===== src/rtl/hazard_scoreboard_pkg.sv =====
// ============================================================================
// hazard_scoreboard_pkg -- shared constants for the issue hazard scoreboard.
// Build option: HAZARD_FORWARD_EN selects forwarding instead of full stalling.
// Revision: 1.0
// ============================================================================
`default_nettype none

package hazard_scoreboard_pkg;

  localparam int DEFAULT_ADDR_W = 6;
  // Registers below this index are hardwired constants and never create hazards.
  localparam int SPECIAL_REGS   = 4;

  typedef enum logic [2:0] {
    OP_NOP   = 3'd0,
    OP_ALU   = 3'd1,
    OP_LOAD  = 3'd2,
    OP_STORE = 3'd3,
    OP_JUMP  = 3'd4
  } opcode_e;

`ifdef HAZARD_FORWARD_EN
  localparam bit FORWARD_EN = 1'b1;
`else
  localparam bit FORWARD_EN = 1'b0;
`endif

endpackage

`default_nettype wire


===== src/rtl/hazard_scoreboard_match.sv =====
// ============================================================================
// hazard_match -- compares one operand against all in-flight writers and
// reports the youngest match plus the resulting stall request.
// Revision: 1.0
// ============================================================================
`default_nettype none

module hazard_match
  import hazard_scoreboard_pkg::*;
#(
  parameter int  ADDR_W = DEFAULT_ADDR_W,
  parameter int  STAGES = 3,
  localparam int SW     = $clog2(STAGES + 1)
) (
  input  logic [STAGES-1:0]        entry_valid,
  input  logic [STAGES*ADDR_W-1:0] entry_dst,
  input  logic [STAGES-1:0]        entry_ld,
  input  logic                     addr_used,
  input  logic [ADDR_W-1:0]        addr,
  output logic                     stall_req,
  output logic [SW-1:0]            fwd_stage
);

  logic              not_const;
  logic [STAGES-1:0] match;
  logic              hit;
  logic [SW-1:0]     hit_stage;
  logic              hit_ld;
  logic              ld_block;

  assign not_const = (addr >= ADDR_W'(SPECIAL_REGS));

  for (genvar k = 0; k < STAGES; k++) begin : g_stage
    assign match[k] = entry_valid[k] & addr_used & not_const &
                      (entry_dst[k*ADDR_W +: ADDR_W] == addr);
  end

  // Scan oldest to youngest so the lowest stage number wins.
  always_comb begin
    hit       = 1'b0;
    hit_stage = '0;
    hit_ld    = 1'b0;
    for (int k = STAGES - 1; k >= 0; k--) begin
      if (match[k]) begin
        hit       = 1'b1;
        hit_stage = SW'(k + 1);
        hit_ld    = entry_ld[k];
      end
    end
  end

  assign ld_block  = hit & (hit_stage == SW'(1)) & hit_ld;
  assign stall_req = FORWARD_EN ? ld_block : hit;
  assign fwd_stage = FORWARD_EN ? hit_stage : '0;

endmodule

`default_nettype wire


===== src/rtl/hazard_scoreboard.sv =====
// ============================================================================
// hazard_scoreboard -- in-flight writer tracker producing issue stall and
// operand forwarding selects. Build option: HAZARD_FORWARD_EN.
// Revision: 1.0
// ============================================================================
`default_nettype none

module hazard_scoreboard
  import hazard_scoreboard_pkg::*;
#(
  parameter int  ADDR_W = DEFAULT_ADDR_W,
  parameter int  STAGES = 3,
  parameter int  CNT_W  = 16,
  localparam int SW     = $clog2(STAGES + 1)
) (
  input  logic              clock,
  input  logic              reset,
  input  logic              issue_valid,
  input  logic [ADDR_W-1:0] issue_s,
  input  logic [ADDR_W-1:0] issue_d,
  input  logic              issue_s_used,
  input  logic              issue_d_used,
  input  logic              issue_wr,
  input  logic              issue_ld,
  input  logic              flush,
  output logic              stall,
  output logic [SW-1:0]     fwd_s,
  output logic [SW-1:0]     fwd_d,
  output logic [SW-1:0]     occupancy,
  output logic [CNT_W-1:0]  stall_count
);

  // Bit k-1 of each vector holds the entry issued k cycles ago.
  logic [STAGES-1:0]        valid_q, valid_d;
  logic [STAGES-1:0]        ld_q, ld_d;
  logic [STAGES*ADDR_W-1:0] dst_q, dst_d;
  logic [CNT_W-1:0]         stall_count_q, stall_count_d;

  logic stall_req_s, stall_req_d;
  logic accept;

  hazard_match #(
    .ADDR_W (ADDR_W),
    .STAGES (STAGES)
  ) u_match_s (
    .entry_valid (valid_q),
    .entry_dst   (dst_q),
    .entry_ld    (ld_q),
    .addr_used   (issue_s_used),
    .addr        (issue_s),
    .stall_req   (stall_req_s),
    .fwd_stage   (fwd_s)
  );

  hazard_match #(
    .ADDR_W (ADDR_W),
    .STAGES (STAGES)
  ) u_match_d (
    .entry_valid (valid_q),
    .entry_dst   (dst_q),
    .entry_ld    (ld_q),
    .addr_used   (issue_d_used),
    .addr        (issue_d),
    .stall_req   (stall_req_d),
    .fwd_stage   (fwd_d)
  );

  assign stall  = issue_valid & ~flush & (stall_req_s | stall_req_d);
  assign accept = issue_valid & ~flush & ~stall;

  always_comb begin
    valid_d = {valid_q[STAGES-2:0], accept & issue_wr};
    ld_d    = {ld_q[STAGES-2:0], issue_ld};
    dst_d   = {dst_q[(STAGES-1)*ADDR_W-1:0], issue_d};
    if (flush) begin
      valid_d = '0;
    end
    stall_count_d = stall_count_q;
    if (stall && !(&stall_count_q)) begin
      stall_count_d = stall_count_q + CNT_W'(1);
    end
  end

  always_comb begin
    occupancy = '0;
    for (int k = 0; k < STAGES; k++) begin
      occupancy = occupancy + SW'(valid_q[k]);
    end
  end

  always_ff @(posedge clock or negedge reset) begin
    if (!reset) begin
      valid_q       <= '0;
      ld_q          <= '0;
      dst_q         <= '0;
      stall_count_q <= '0;
    end else begin
      valid_q       <= valid_d;
      ld_q          <= ld_d;
      dst_q         <= dst_d;
      stall_count_q <= stall_count_d;
    end
  end

  assign stall_count = stall_count_q;

endmodule

`default_nettype wire


===== config.mk =====
export PLATFORM = sky130hd
export DESIGN_NAME = hazard_scoreboard
export DESIGN_NICKNAME = d
export VERILOG_FILES = /design/src/rtl/hazard_scoreboard_pkg.sv /design/src/rtl/hazard_scoreboard_match.sv /design/src/rtl/hazard_scoreboard.sv
export SDC_FILE = /design/constraint.sdc
export NUM_CORES = 1
export LEC_CHECK = 0
export CORE_MARGIN = 5
export CORE_UTILIZATION = 30
export CTS_CLUSTER_SIZE = 16
export DETAILED_ROUTE_END_ITERATION = 8
export HOLD_SLACK_MARGIN = 0.15
export SYNTH_ARGS = -nofsm -noshare
export SYNTH_HDL_FRONTEND = slang
export SYNTH_SLANG_ARGS = --single-unit

===== constraint.sdc =====
create_clock -name clock -period 2.35 [get_ports clock]
set_input_delay 0.47 -clock clock [delete_from_list [all_inputs] [get_ports clock]]
set_output_delay 0.47 -clock clock [all_outputs]
set_load 0.1 [all_outputs]

# == Word level (Yosys, flattened, before mapping) ==
# Index checks and enable logic that the tools add are counted.
# classes
addsub,3
multipliers,0
div_mod_pow,0
order_cmp,2
n_eq_ne,6
shifts,0
mux,7
n_bitwise,25
n_reduce_logical,3
# op_table
cell,n
$eq A6 B6 Y1,6
$and A1 B1 Y1,22
$add A16 B1 Y16 const B,1
$reduce_and A16 Y1,1
$ge A6 B3 Y1 const B,2
$mux W1,6
$mux W3,1
$add A1 B1 Y2,1
$add A2 B1 Y2,1
$not A1 Y1,2
$logic_and A1 B1 Y1,1
$logic_not A1 Y1,1
$or A1 B1 Y1,1
# totals
regBits,37
latchBits,0
mem_bits_rw,0
mem_bits_ro,0
input_bits,20
out_inout_bits,23
n_memories,0

# == Depth between registers and ports, before layout ==
# Gate-level depths: netlist of the first run.
# logic_depth
depth_word,12
depth_mapped,9

# == Modules after synthesis ==
# Synthesis of the first run repeated with hierarchy kept, for this count alone.
# hier_totals
cells_unflattened,169
area_unflattened_um2,1905.6
# by_module_without_submodules
module,n_inst,cells_each,area_per_inst_um2
hazard_scoreboard,1,105,1430.1
hazard_match,2,32,237.7

# == Worst setup path before layout of the first run ==
# Ideal clock, no wire load.
# synth_timing
path_kind,input to output
start,input port issue_s[0]
end,output port stall
t_arrival_ns,2.617
t_required_ns,1.880
path_slack_ns,-0.737
stages,6
path_buffers,0
path_cell_list,xor2_1 nor4_1 nand4_1 a31oi_2 nor2_1 nor2_1
# synth_between
elab_chain_cells,8
elab_cells_between_ends,15
classes_between,order compare: 1; eq/ne: 3; mux: 3; bitwise: 8
# synth_lines
element,line_no,text
start: declaration,hazard_scoreboard.sv:19,"input logic [ADDR_W-1:0] issue_s,"
$ge A6 B3 Y1,hazard_scoreboard_match.sv:31,assign not_const = (addr >= ADDR_W'(SPECIAL_REGS));
$and A1 B1 Y1 (2 in a row),hazard_scoreboard_match.sv:34,assign match[k] = entry_valid[k] & addr_used & not_const &
$mux W1 (2 in a row),hazard_scoreboard_match.sv:44,if (match[k]) begin
$mux W1 *,hazard_scoreboard_match.sv:44,
$or A1 B1 Y1 *,hazard_scoreboard.sv:68,assign stall = issue_valid & ~flush & (stall_req_s | stall_req_d);
$and A1 B1 Y1 *,hazard_scoreboard.sv:68,
end: declaration,hazard_scoreboard.sv:26,"output logic stall,"
# Every way passes the cells marked *; elsewhere a longest branch is shown, timed or not.

# == Final worst setup path of the first run ==
# layout_timing
start,input port issue_d[5]
end,output port stall
# layout_between
elab_chain_cells,8
elab_cells_between_ends,15
classes_between,order compare: 1; eq/ne: 3; mux: 3; bitwise: 8
# layout_lines
element,line_no,text
start: declaration,hazard_scoreboard.sv:20,"input logic [ADDR_W-1:0] issue_d,"
$ge A6 B3 Y1,hazard_scoreboard_match.sv:31,
$and A1 B1 Y1 (2 in a row),hazard_scoreboard_match.sv:34,
$mux W1 (2 in a row),hazard_scoreboard_match.sv:44,
$mux W1 *,hazard_scoreboard_match.sv:44,
$or A1 B1 Y1 *,hazard_scoreboard.sv:68,
$and A1 B1 Y1 *,hazard_scoreboard.sv:68,
# Marks and branches as above.

==> qor.csv, run 1 <==
stage,metric,value,unit
run_status,status,"finished, violations left",
run_status,failing checks,setup timing,
timing,clock skew,0.00271,ns
clock_tree,CTS tree,done,
finish,Synth-to-Final Area Change,40.1,%
clock_tree,root buf cell,clkbuf_8,
worst_setup_path,Worst path most repeated cell,nor2_4,
floorplan,die height,88.3,µm
worst_setup_path,CP max stage delay,0.31,ns
timing,setup TNS,-0.145,ns
route,Total Wirelength,4240,µm
global_routing,first-pass GRT wire length,7040,µm
clock_tree,TritonCTS Buffers,5,
route,DRC errors left,0,
timing,Final min period,2.49,ns
finish,# nets final,243,
floorplan,die span in x,88.3,µm
power,pwr/cell area,527,mW/mm²
worst_setup_path,Reg2Reg Setup Slack,0.07,ns
global_routing,largest net degree at the start of global routing,38,
synthesis,Ys Warns,0,
synthesis,syn avg cell area,11.6,µm²
min_path,worst min path class,in2async,
timing,Final Hold Fails,0,
floorplan,# IOs,43,
synthesis,Mapped Cells,159,
place,HPWL Detailed,3170,µm
route,first drt pass iteration count,4,
worst_setup_path,FF-to-FF Start,dst_q[11],
worst_setup_path,Critical Path Source Type,primary input,
floorplan,row count,28,
timing,Setup Viol. Count Final,1,
worst_setup_path,crit-path cells,dlygate4sd2_1 > xor2_1 > nor4_1 > nand4_1 > a31oi_4 > nor2_4 > nor2_4 > buf_12,
power,maximum vdd ir drop,0.317,mV
place,port bufs,37,
global_routing,grt total ovfl,0,
route,drt wl/cell,14.3,µm
finish,fin util,43.2,%
floorplan,core area,0.00596,mm²
timing,worst rel slew slack,57.9,%
synthesis,Unique masters post-synth,27,
worst_setup_path,Worst R2R Path Depth,8,
synthesis,sequential cell area fraction in the yosys report,50.4,%
route,Via density,4.62,
worst_setup_path,Worst EP required,1.88,ns
route,via count,1372,
worst_setup_path,"Max FO, Critical Path",4,
finish,diode count,0,
clock_tree,Max H-tree Level,2,
clock_tree,"CTS clk-pin slew, worst paths",0.07,ns
worst_setup_path,crit path DAT,2.02,ns
global_routing,initial antenna violation count,0,
synthesis,Yosys reg bits,37,
global_routing,number of global-route vias before repair,1437,
global_routing,Total Routing Usage GR,12.0,%
floorplan,Initial Utilization,30.9,%
timing,RSZ-0062 raised after global routing,yes,
clock_tree,clk buf depth,2,
clock_tree,clock latency on the worst-skew pair,0.28,ns
clock_tree,Clock Sinks,37,
place,global placement routability congestion,0.883,
route,1st-iter DRT viols,45,
route,post-route ant nets,0,
clock_tree,CTS Hold Buffers Added,0,
timing,fin crit share,106,%
worst_setup_path,critical path class,in2out,
finish,share of layout cells above drive strength 1,33.8,%
timing,max-slew violations,0,
flow_run,max-cap violations,0,
worst_setup_path,CP max-delay cell,nor4_1,
worst_setup_path,R2R Path End,stall_count[1],
power,leak pwr,0.00108,µW
floorplan,Die Area,0.00779,mm²
timing,Worst-Margin Slew,0.626,ns
timing,FMAX,0.401,GHz
synthesis,mapped cell area,0.00184,mm²
timing,Setup WS post-layout,-0.145,ns
worst_setup_path,CP endpoint kind,primary output,
[cell usage in the layout (no fill, tap or decap)]
cell	count
nand3_1	6
and4_1	1
fa_1	1
mux2_2	1
nor2_4	2
inv_1	1
nand4_1	11
nand3_2	2
buf_2	3
xor2_1	19
nand2_1	13
nor4_1	3
or4_1	1
nor3_1	1
buf_12	2
dfrtp_1	30
dfrtp_2	5
xor2_2	1
or2b_2	1
clkdlybuf4s50_1	3
buf_4	37
conb_1	4
nor4b_1	1
clkdlybuf4s15_2	2
nand2b_1	1
nor4_2	4
clkbuf_8	7
dfrtp_4	2
a31oi_4	2
o21a_4	1
nor4_4	1
nor4b_4	1
ha_1	1
nor2b_1	2
clkinv_2	1
dlygate4sd2_1	10
xnor2_1	31
and3_1	2
nor2_1	5
[cells in the mapped netlist (all sizes together)]
master / count / area [µm²]
nor4: 8 / 50.1
nor2b: 2 / 12.5
xor2: 20 / 175
fa: 1 / 20.0
or2b: 1 / 8.76
inv: 1 / 3.75
dfrtp: 37 / 926
or4: 1 / 7.51
nand2: 13 / 48.8
nor3: 1 / 5.00
nor2: 7 / 26.3
nor4b: 2 / 23.8
conb: 1 / 3.75
nand2b: 1 / 6.26
and4: 1 / 8.76
nand4: 11 / 68.8
o21a: 1 / 15.0
ha: 1 / 12.5
xnor2: 31 / 272
a31oi: 2 / 25.0
and3: 2 / 12.5
buf: 5 / 45.0
mux2: 1 / 11.3
nand3: 8 / 50.1
[kinds of logic after synthesis]
| kind of cell | synth area share, % |
|---|---|
| simple gates | 17.9 |
| xor+xnor | 24.3 |
| flops | 50.4 |
| buf+inv | 2.65 |
| compound gates | 2.18 |
| fa+ha+maj | 1.77 |
| other cells | 0.204 |
| mux | 0.613 |
[cell type report]
| type | count | area, µm² |
|---|---|---|
| clock inverters | 1 | 5.00 |
| repair buffers | 57 | 473 |
| flip-flops and latches | 37 | 940 |
| clock buffers | 7 | 96.3 |
| well taps | 75 | 93.8 |
| fillers | 580 | 3380 |
| multi-input cells | 119 | 963 |
| inverters | 1 | 3.75 |
[worst max path at each step]
stage / startpoint / endpoint / slack (ns) / depth (start not counted)
final: issue_d[5] / stall / -0.14 / 8
after global routing: dst_q[8] / stall / -0.22 / 7
after CTS: dst_q[8] / stall / -0.12 / 7
after detailed placement: issue_s[5] / stall / -0.66 / 8
after global placement: issue_s[5] / stall / -0.59 / 8
after floorplan: issue_s[0] / stall / 0.009 / 6
[routing by layer]
layer | GRT usage [%] | share of wire (%) | routed length [µm] | vias up
met1 | 16.3 | 48 | 2040 | 663
met2 | 18.4 | 45 | 1890 | 40
met4 | 3.71 | 1.0 | 43 | 0
met3 | 3.63 | 6.3 | 265 | 7
li1 | - | - | - | 662
met5 | 0 | 0 | 0 | -
[through the flow]
| stage | std cells | setup WS [ns] | power (µW) | cell area [µm²] | hold WS (ns) |
|---|---|---|---|---|---|
| global placement | 284 | -0.587 | 887 | 2370 | 0.419 |
| CTS | 295 | -0.116 | 1370 | 2550 | 0.242 |
| floorplan | 162 | 0.00931 | 794 | 1870 | 0.174 |
| finish | 297 | -0.145 | 1360 | 2570 | 0.218 |
| global route | 297 | -0.220 | 1430 | 2570 | 0.272 |
| detailed placement | 284 | -0.662 | 885 | 2370 | 0.422 |
[critical path: cells and delay by family]
family,cells,cell delay (ns)
AOI/OAI and AO/OA,1,0.23
and+or+nand+nor,4,0.69
xor gates and xnor gates,1,0.16
buffers and inverters,2,0.47
[registers in the layout (all words and copies together) (netlist names)]
| register | count |
|---|---|
| dst_q | 18 |
| stall_count | 16 |
| valid_q | 3 |
[report_power, final]
group | leakage (µW) | internal (µW) | switching (µW)
sequential | 0.000462 | 656 | 20.4
combinational | 0.000568 | 77.3 | 123
clock | 0.0000542 | 265 | 215
total | 0.00108 | 998 | 359
[what timing repair did]
| item | CTS | global route |
|---|---|---|
| setup endpoints to repair | 17 | 2 |
| pin swaps | 16 | 3 |
| gates resized for setup | 35 | 1 |
| setup buffers | 3 | 2 |
(Power assumes the default switching activity.)
==> run 2: changes to the inputs <==
HOLD_SLACK_MARGIN = not set   (was 0.15)
clock period = 3.1 ns   (was 2.35 ns; I/O delays follow)
==> run 2 against run 1 <==
Against the previous run:
- the flow now finishes without violations
- sequential power fell by 24%
- combinational power fell by 28%
- clock skew rose by 0.0051 ns
- first-iteration DRC count fell by 18%
- clock power fell by 33%
- register-to-register slack improved by 0.86 ns
- routed wire length fell by 3.4%
- critical endpoint unchanged
- largest power group unchanged
- highest routed layer unchanged
==> qor.csv, run 2 (synthesis gave the netlist of run 1 again) <==
stage,metric,value,unit,change
run_status,status,completed,,
route,DRC errors left,0,,unchanged
finish,multi-input logic area,911,µm²,-5.5%
route,post-route ant nets,0,,unchanged
worst_setup_path,Worst EP required,2.48,ns,+0.60 ns
place,global placement routability congestion,0.794,,-10%
clock_tree,CTS tree,done,,
power,Pwr Total,977,µW,-28%
finish,Largest register FFs,18,,unchanged
route,Total Wirelength,4090,µm,-3.4%
worst_setup_path,crit-path cells,clkdlybuf4s50_1 > xor2_1 > nor4_1 > nand4_1 > a31oi_2 > nor2_1 > nor2_2 > buf_12,,
route,Via density,4.55,,-1.6%
global_routing,first-pass GRT wire length,6800,µm,-3.3%
worst_setup_path,critical path class,in2out,,
timing,Worst-Margin Slew,0.805,ns,+0.179 ns
floorplan,row count,28,,unchanged
worst_setup_path,CP max-delay cell,clkdlybuf4s50_1,,
finish,register area,926,µm²,-1.5%
worst_setup_path,Levels on crit path,8,,unchanged
power,maximum vdd ir drop,0.192,mV,-39%
timing,Setup WS post-layout,0.115,ns,+0.260 ns
route,1st-iter DRT viols,37,,-18%
place,placement-stage cell area,0.00231,mm²,-2.6%
clock_tree,Post-CTS Setup Bufs,0,,-3
global_routing,Total Routing Usage GR,11.6,%,-0.37 points
global_routing,grt total ovfl,0,,unchanged
worst_setup_path,CP top delay family,simple AND/OR/NAND/NOR gates,,
power,sequential share of power,52.4,%,+2.6 points
finish,fillcell total,617,,+6.4%
timing,FMAX,0.335,GHz,
route,drt wl/cell,14.2,µm,-0.43%
place,HPWL Detailed,3130,µm,-1.2%
worst_setup_path,Critical Path Source Type,primary input,,
power,leak pwr,0.00104,µW,-3.9%
power,clock share of power,32.9,%,-2.5 points
power,Switch Pwr,270,µW,-25%
finish,diode count,0,,unchanged
route,via count,1309,,-4.6%
global_routing,initial antenna violation count,0,,unchanged
clock_tree,Clock Sinks,37,,unchanged
timing,max-slew violations,0,,unchanged
clock_tree,"CTS clk-pin slew, worst paths",0.07,ns,about the same
worst_setup_path,"Max FO, Critical Path",3,,-1
worst_setup_path,FF-to-FF Start,dst_q[11],,
floorplan,# IOs,43,,unchanged
timing,fin crit share,96.3,%,
power,Logic pwr share,14.6,%,about the same
floorplan,core area,0.00596,mm²,unchanged
finish,Synth-to-Final Area Change,32.3,%,
finish,share of layout cells above drive strength 1,23.9,%,-9.8 points
worst_setup_path,Worst R2R Path Depth,7,,-1
finish,post-route cell area,0.00243,mm²,-5.5%
worst_setup_path,CP endpoint kind,primary output,,
flow_run,max-cap violations,0,,unchanged
timing,RSZ-0062 raised after global routing,no,,
timing,Setup Viol. Count Final,0,,-1
route,first drt pass iteration count,4,,unchanged
global_routing,number of global-route vias before repair,1353,,-5.8%
floorplan,Die Area,0.00779,mm²,unchanged
finish,"commonest cells after routing, fill and taps aside","dfrtp_1 (37), xnor2_1 (31), buf_4 (29), xor2_1 (20), nand2_1 (13)",,
clock_tree,clock latency on the worst-skew pair,0.29,ns,about the same
power,switching share of power,27.6,%,+1.2 points
worst_setup_path,crit path DAT,2.36,ns,+0.34 ns
clock_tree,root buf cell,clkbuf_8,,
clock_tree,Max H-tree Level,2,,unchanged
timing,worst rel slew slack,46.3,%,-12 points
power,pwr/cell area,402,mW/mm²,-24%
worst_setup_path,CP bufs+invs,2,,unchanged
worst_setup_path,CP startpoint,issue_d[1],,
timing,Final Hold Fails,0,,unchanged
clock_tree,CTS Hold Buffers Added,0,,unchanged
finish,"Most flops, register",dst_q,,
power,cell internal pwr,707,µW,-29%
place,port bufs,37,,unchanged
timing,Final min period,2.98,ns,
clock_tree,clk buf depth,2,,unchanged
place,dpl ws,-0.146,ns,+0.516 ns
min_path,worst min path class,in2async,,
global_routing,largest net degree at the start of global routing,38,,unchanged
finish,# nets final,234,,-3.7%
clock_tree,TritonCTS Buffers,5,,unchanged
floorplan,die span in x,88.3,µm,unchanged
floorplan,die height,88.3,µm,unchanged
finish,"commonest non-fill, non-tap cell in the layout",dfrtp_1,,
timing,clock skew,0.00785,ns,+0.00514 ns
worst_setup_path,CP max stage delay,0.47,ns,+0.16 ns
floorplan,Initial Utilization,30.9,%,unchanged
run 2: changes by cell type in the layout (fill, tap and decap cells not counted), sizes merged:
cell | before | now
clkinv | 1 | 2
buf | 42 | 31
clkdlybuf4s15 | 2 | 0
dlygate4sd2 | 10 | 4
dlymetal6s2s | 0 | 3
clkbuf | 7 | 6
clkdlybuf4s50 | 3 | 10
run 2: what timing repair did:
action	CTS	global route
endpoints found under the setup margin	1	1
pin swaps	0	8
gates resized for setup	8	4
run 2: path summary, 6_finish.rpt:
check | end | slack, ns
setup / recovery | stall | 0.12
hold / removal | dst_q[4] | 0.42
setup reg to reg | stall_count[1] | 0.93
hold reg to reg | dst_q[13] | 0.43
max in group asynchronous | dst_q[1] | 2.17
min in group clock | dst_q[13] | 0.43
run 2: stage by stage:
| step | instances | hold WS (ns) | util, % | setup TNS, ns |
|---|---|---|---|---|
| after floorplan | 162 | 0.324 | - | 0 |
| after global placement | 280 | 0.418 | 38.8 | -0.168 |
| after detailed placement | 280 | 0.420 | 38.8 | -0.146 |
| after CTS | 288 | 0.436 | 40.6 | 0 |
| after global routing | 288 | 0.444 | 40.8 | 0 |
| final | 288 | 0.419 | 40.8 | 0 |
run 2: final cells by class:
type | instances | area share (%)
Inverter | 1 | 0.154
Tap cell | 75 | 3.86
Multi-Input combinational cell | 119 | 37.4
Clock buffer | 6 | 2.98
Clock inverter | 2 | 0.412
Sequential cell | 37 | 38.1
Timing Repair Buffer | 48 | 17.1
run 2: routing by layer:
| metal | part of all wire [%] | GRT usage (%) | vias up |
|---|---|---|---|
| met2 | 43 | 16.2 | 41 |
| met1 | 47 | 16.7 | 620 |
| met3 | 8.4 | 4.19 | 7 |
| met5 | 0 | 0 | - |
| met4 | 1.3 | 3.71 | 0 |
| li1 | - | - | 641 |
run 2: power groups by stage:
| stage | Sequential, µW | Combinational, µW | Clock, µW |
|---|---|---|---|
| finish | 512 | 143 | 322 |
| global route | 515 | 154 | 359 |
| CTS | 513 | 144 | 337 |
| detailed placement | 522 | 141 | 0 |
| global placement | 521 | 142 | 0 |
| floorplan | 526 | 75.4 | 0 |
==> run 3: changes to the inputs <==
CORE_UTILIZATION = 53   (was 30)
PLACE_DENSITY = 0.84   (was not set)
==> run 3 against run 2 <==
Against the previous run:
- register-to-register slack lost 0.03 ns
- global-route usage grew 7.0 points
- sequential power is essentially flat
- routed wire length shrank 1.8%
- die area shrank 39%
- sequential share of layout area grew 0.72 points
- first-iteration DRC count grew 62%
- critical path depth is the same
- setup slack lost 0.0087 ns
- core utilization grew 31 points
- clock power shrank 25%
- via count grew 5.4%
- critical path type unchanged
- largest power group unchanged
==> qor.csv, run 3 (synthesis gave the netlist of run 1 again) <==
stage,metric,value,unit,change
run_status,status,completed,,
global_routing,number of global-route vias before repair,1401,,+3.5%
route,via count,1380,,+5.4%
clock_tree,clock latency on the worst-skew pair,0.35,ns,+0.06 ns
power,cell internal pwr,640,µW,-9.5%
power,leak pwr,0.00104,µW,-0.53%
worst_setup_path,critical path class,in2out,,
power,pwr/cell area,376,mW/mm²,-6.4%
place,HPWL Detailed,2980,µm,-4.9%
finish,fillcell total,251,,-59%
worst_setup_path,Critical Path Source Type,primary input,,
timing,RSZ-0062 raised after global routing,no,,
finish,diode count,0,,unchanged
floorplan,# IOs,43,,unchanged
floorplan,Die Area,0.00475,mm²,-39%
worst_setup_path,CP endpoint kind,primary output,,
clock_tree,root buf cell,clkbuf_4,,
global_routing,Total Routing Usage GR,18.6,%,+7.0 points
power,switching share of power,28.7,%,+1.1 points
clock_tree,CTS tree,done,,
global_routing,largest net degree at the start of global routing,38,,unchanged
worst_setup_path,"Max FO, Critical Path",4,,+1
clock_tree,Max H-tree Level,2,,unchanged
power,Switch Pwr,258,µW,-4.4%
finish,"non-filler cells, final",261,,-9.4%
clock_tree,clk buf depth,2,,unchanged
timing,setup TNS,0,ns,unchanged
power,maximum vdd ir drop,0.272,mV,+41%
route,1st-iter DRT viols,60,,+62%
timing,Final min period,2.99,ns,+0.00865 ns
route,Via density,5.29,,+16%
power,sequential share of power,57.0,%,+4.6 points
place,Placed Instances,252,,-10%
timing,Fin Hold WS,0.446,ns,+0.0276 ns
timing,clock skew,0.00647,ns,-0.00139 ns
clock_tree,"CTS clk-pin slew, worst paths",0.11,ns,+0.04 ns
place,port bufs,37,,unchanged
route,first drt pass iteration count,4,,unchanged
min_path,worst min path class,reg2reg,,
floorplan,row count,21,,-25%
route,drt wl/cell,15.4,µm,+8.3%
worst_setup_path,Worst EP required,2.48,ns,about the same
timing,Setup WS post-layout,0.107,ns,-0.00865 ns
floorplan,Initial Utilization,55.1,%,+24 points
timing,max-slew violations,0,,unchanged
finish,share of layout cells above drive strength 1,24.2,%,+0.24 points
floorplan,core area,0.00334,mm²,-44%
timing,fin crit share,96.6,%,+0.28 points
global_routing,grt total ovfl,0,,unchanged
finish,"commonest non-fill, non-tap cell in the layout",dfrtp_1,,
flow_run,max-cap violations,0,,unchanged
timing,Setup Viol. Count Final,0,,unchanged
clock_tree,Clock Sinks,37,,unchanged
timing,worst rel slew slack,59.1,%,+13 points
floorplan,die span in x,68.9,µm,-22%
timing,FMAX,0.334,GHz,-0.29%
clock_tree,CTS Hold Buffers Added,0,,unchanged
place,global placement routability congestion,0.927,,+17%
floorplan,die height,68.9,µm,-22%
global_routing,initial antenna violation count,0,,unchanged
power,Logic pwr share,16.3,%,+1.7 points
worst_setup_path,crit path DAT,2.37,ns,about the same
finish,"Most flops, register",dst_q,,
timing,Worst-Margin Slew,0.610,ns,-0.195 ns
finish,# nets final,236,,+0.85%
finish,Synth-to-Final Area Change,29.9,%,
global_routing,first-pass GRT wire length,6330,µm,-6.9%
clock_tree,TritonCTS Buffers,5,,unchanged
place,dpl ws,-0.0906,ns,+0.0554 ns
timing,Final Hold Fails,0,,unchanged
route,post-route ant nets,0,,unchanged
finish,"commonest cells after routing, fill and taps aside","dfrtp_1 (37), xnor2_1 (31), buf_4 (31), xor2_1 (20)",,
power,clock share of power,26.7,%,-6.2 points
finish,Largest register FFs,18,,unchanged
route,Total Wirelength,4020,µm,-1.8%
route,DRC errors left,0,,unchanged
==> run 3: layer usage <==
| metal | global-route usage [%] | share of wire, % | routed length (µm) | vias to the layer above |
|---|---|---|---|---|
| li1 | - | - | - | 648 |
| met1 | 23.8 | 43 | 1740 | 676 |
| met2 | 29.9 | 49 | 1960 | 49 |
| met3 | 3.57 | 6.6 | 265 | 7 |
| met4 | 9.49 | 1.4 | 56 | 0 |
| met5 | 0 | 0 | 0 | - |
==> run 3: final cells by class <==
type / count / area [µm²] / share of cell area, %
inverter: 1 / 3.75 / 0.157
tap: 46 / 57.6 / 2.41
clock buffer: 6 / 41.3 / 1.73
sequential: 37 / 926 / 38.8
clock inverter: 2 / 10.0 / 0.419
timing repair buffer: 50 / 438 / 18.3
multi-input combinational: 119 / 911 / 38.2
==> run 3: what timing repair did <==
item / CTS / global route
endpoints found under the setup margin: 1 / 1
resized for setup: 4 / 6
buffers inserted: 0 / 1
pin swaps: 2 / 9
==> run 3: power by group through the flow <==
stage                     Clock, µW  Combinational (µW)  Sequential [µW]
after floorplan                   0                75.4              526
after global placement            0                 140              520
after detailed placement          0                 142              521
after CTS                       251                 144              512
after global routing            273                 154              514
final                           240                 146              512
==> run 3: per-stage QoR <==
step                      instance area, µm²  utilization, %  power (µW)
after floorplan                         1850               -         601
after global placement                  2290            68.6         661
after detailed placement                2290            68.6         664
after CTS                               2350            70.5         907
after global routing                    2390            71.5         942
final                                   2390            71.5         898
==> run 3: worst paths after layout <==
check,start,to,slack (ns),depth (start not counted)
setup / recovery,issue_s[4],stall,0.11,8
hold / removal,dst_q[8],dst_q[14],0.45,0
setup reg to reg,dst_q[14],stall_count[1],0.90,8
hold reg to reg,dst_q[8],dst_q[14],0.45,0
max in group asynchronous,reset,stall_count[12],2.09,2
min in group asynchronous,reset,dst_q[17],0.68,2
==> run 3: worst max-delay path: stages <==
cell             delay, ns
clkdlybuf4s50_1       0.51
xor2_1                0.22
nor4_2                0.17
nand4_1               0.14
a31oi_2               0.25
nor2_1                0.11
nor2_2                0.16
buf_12                0.19
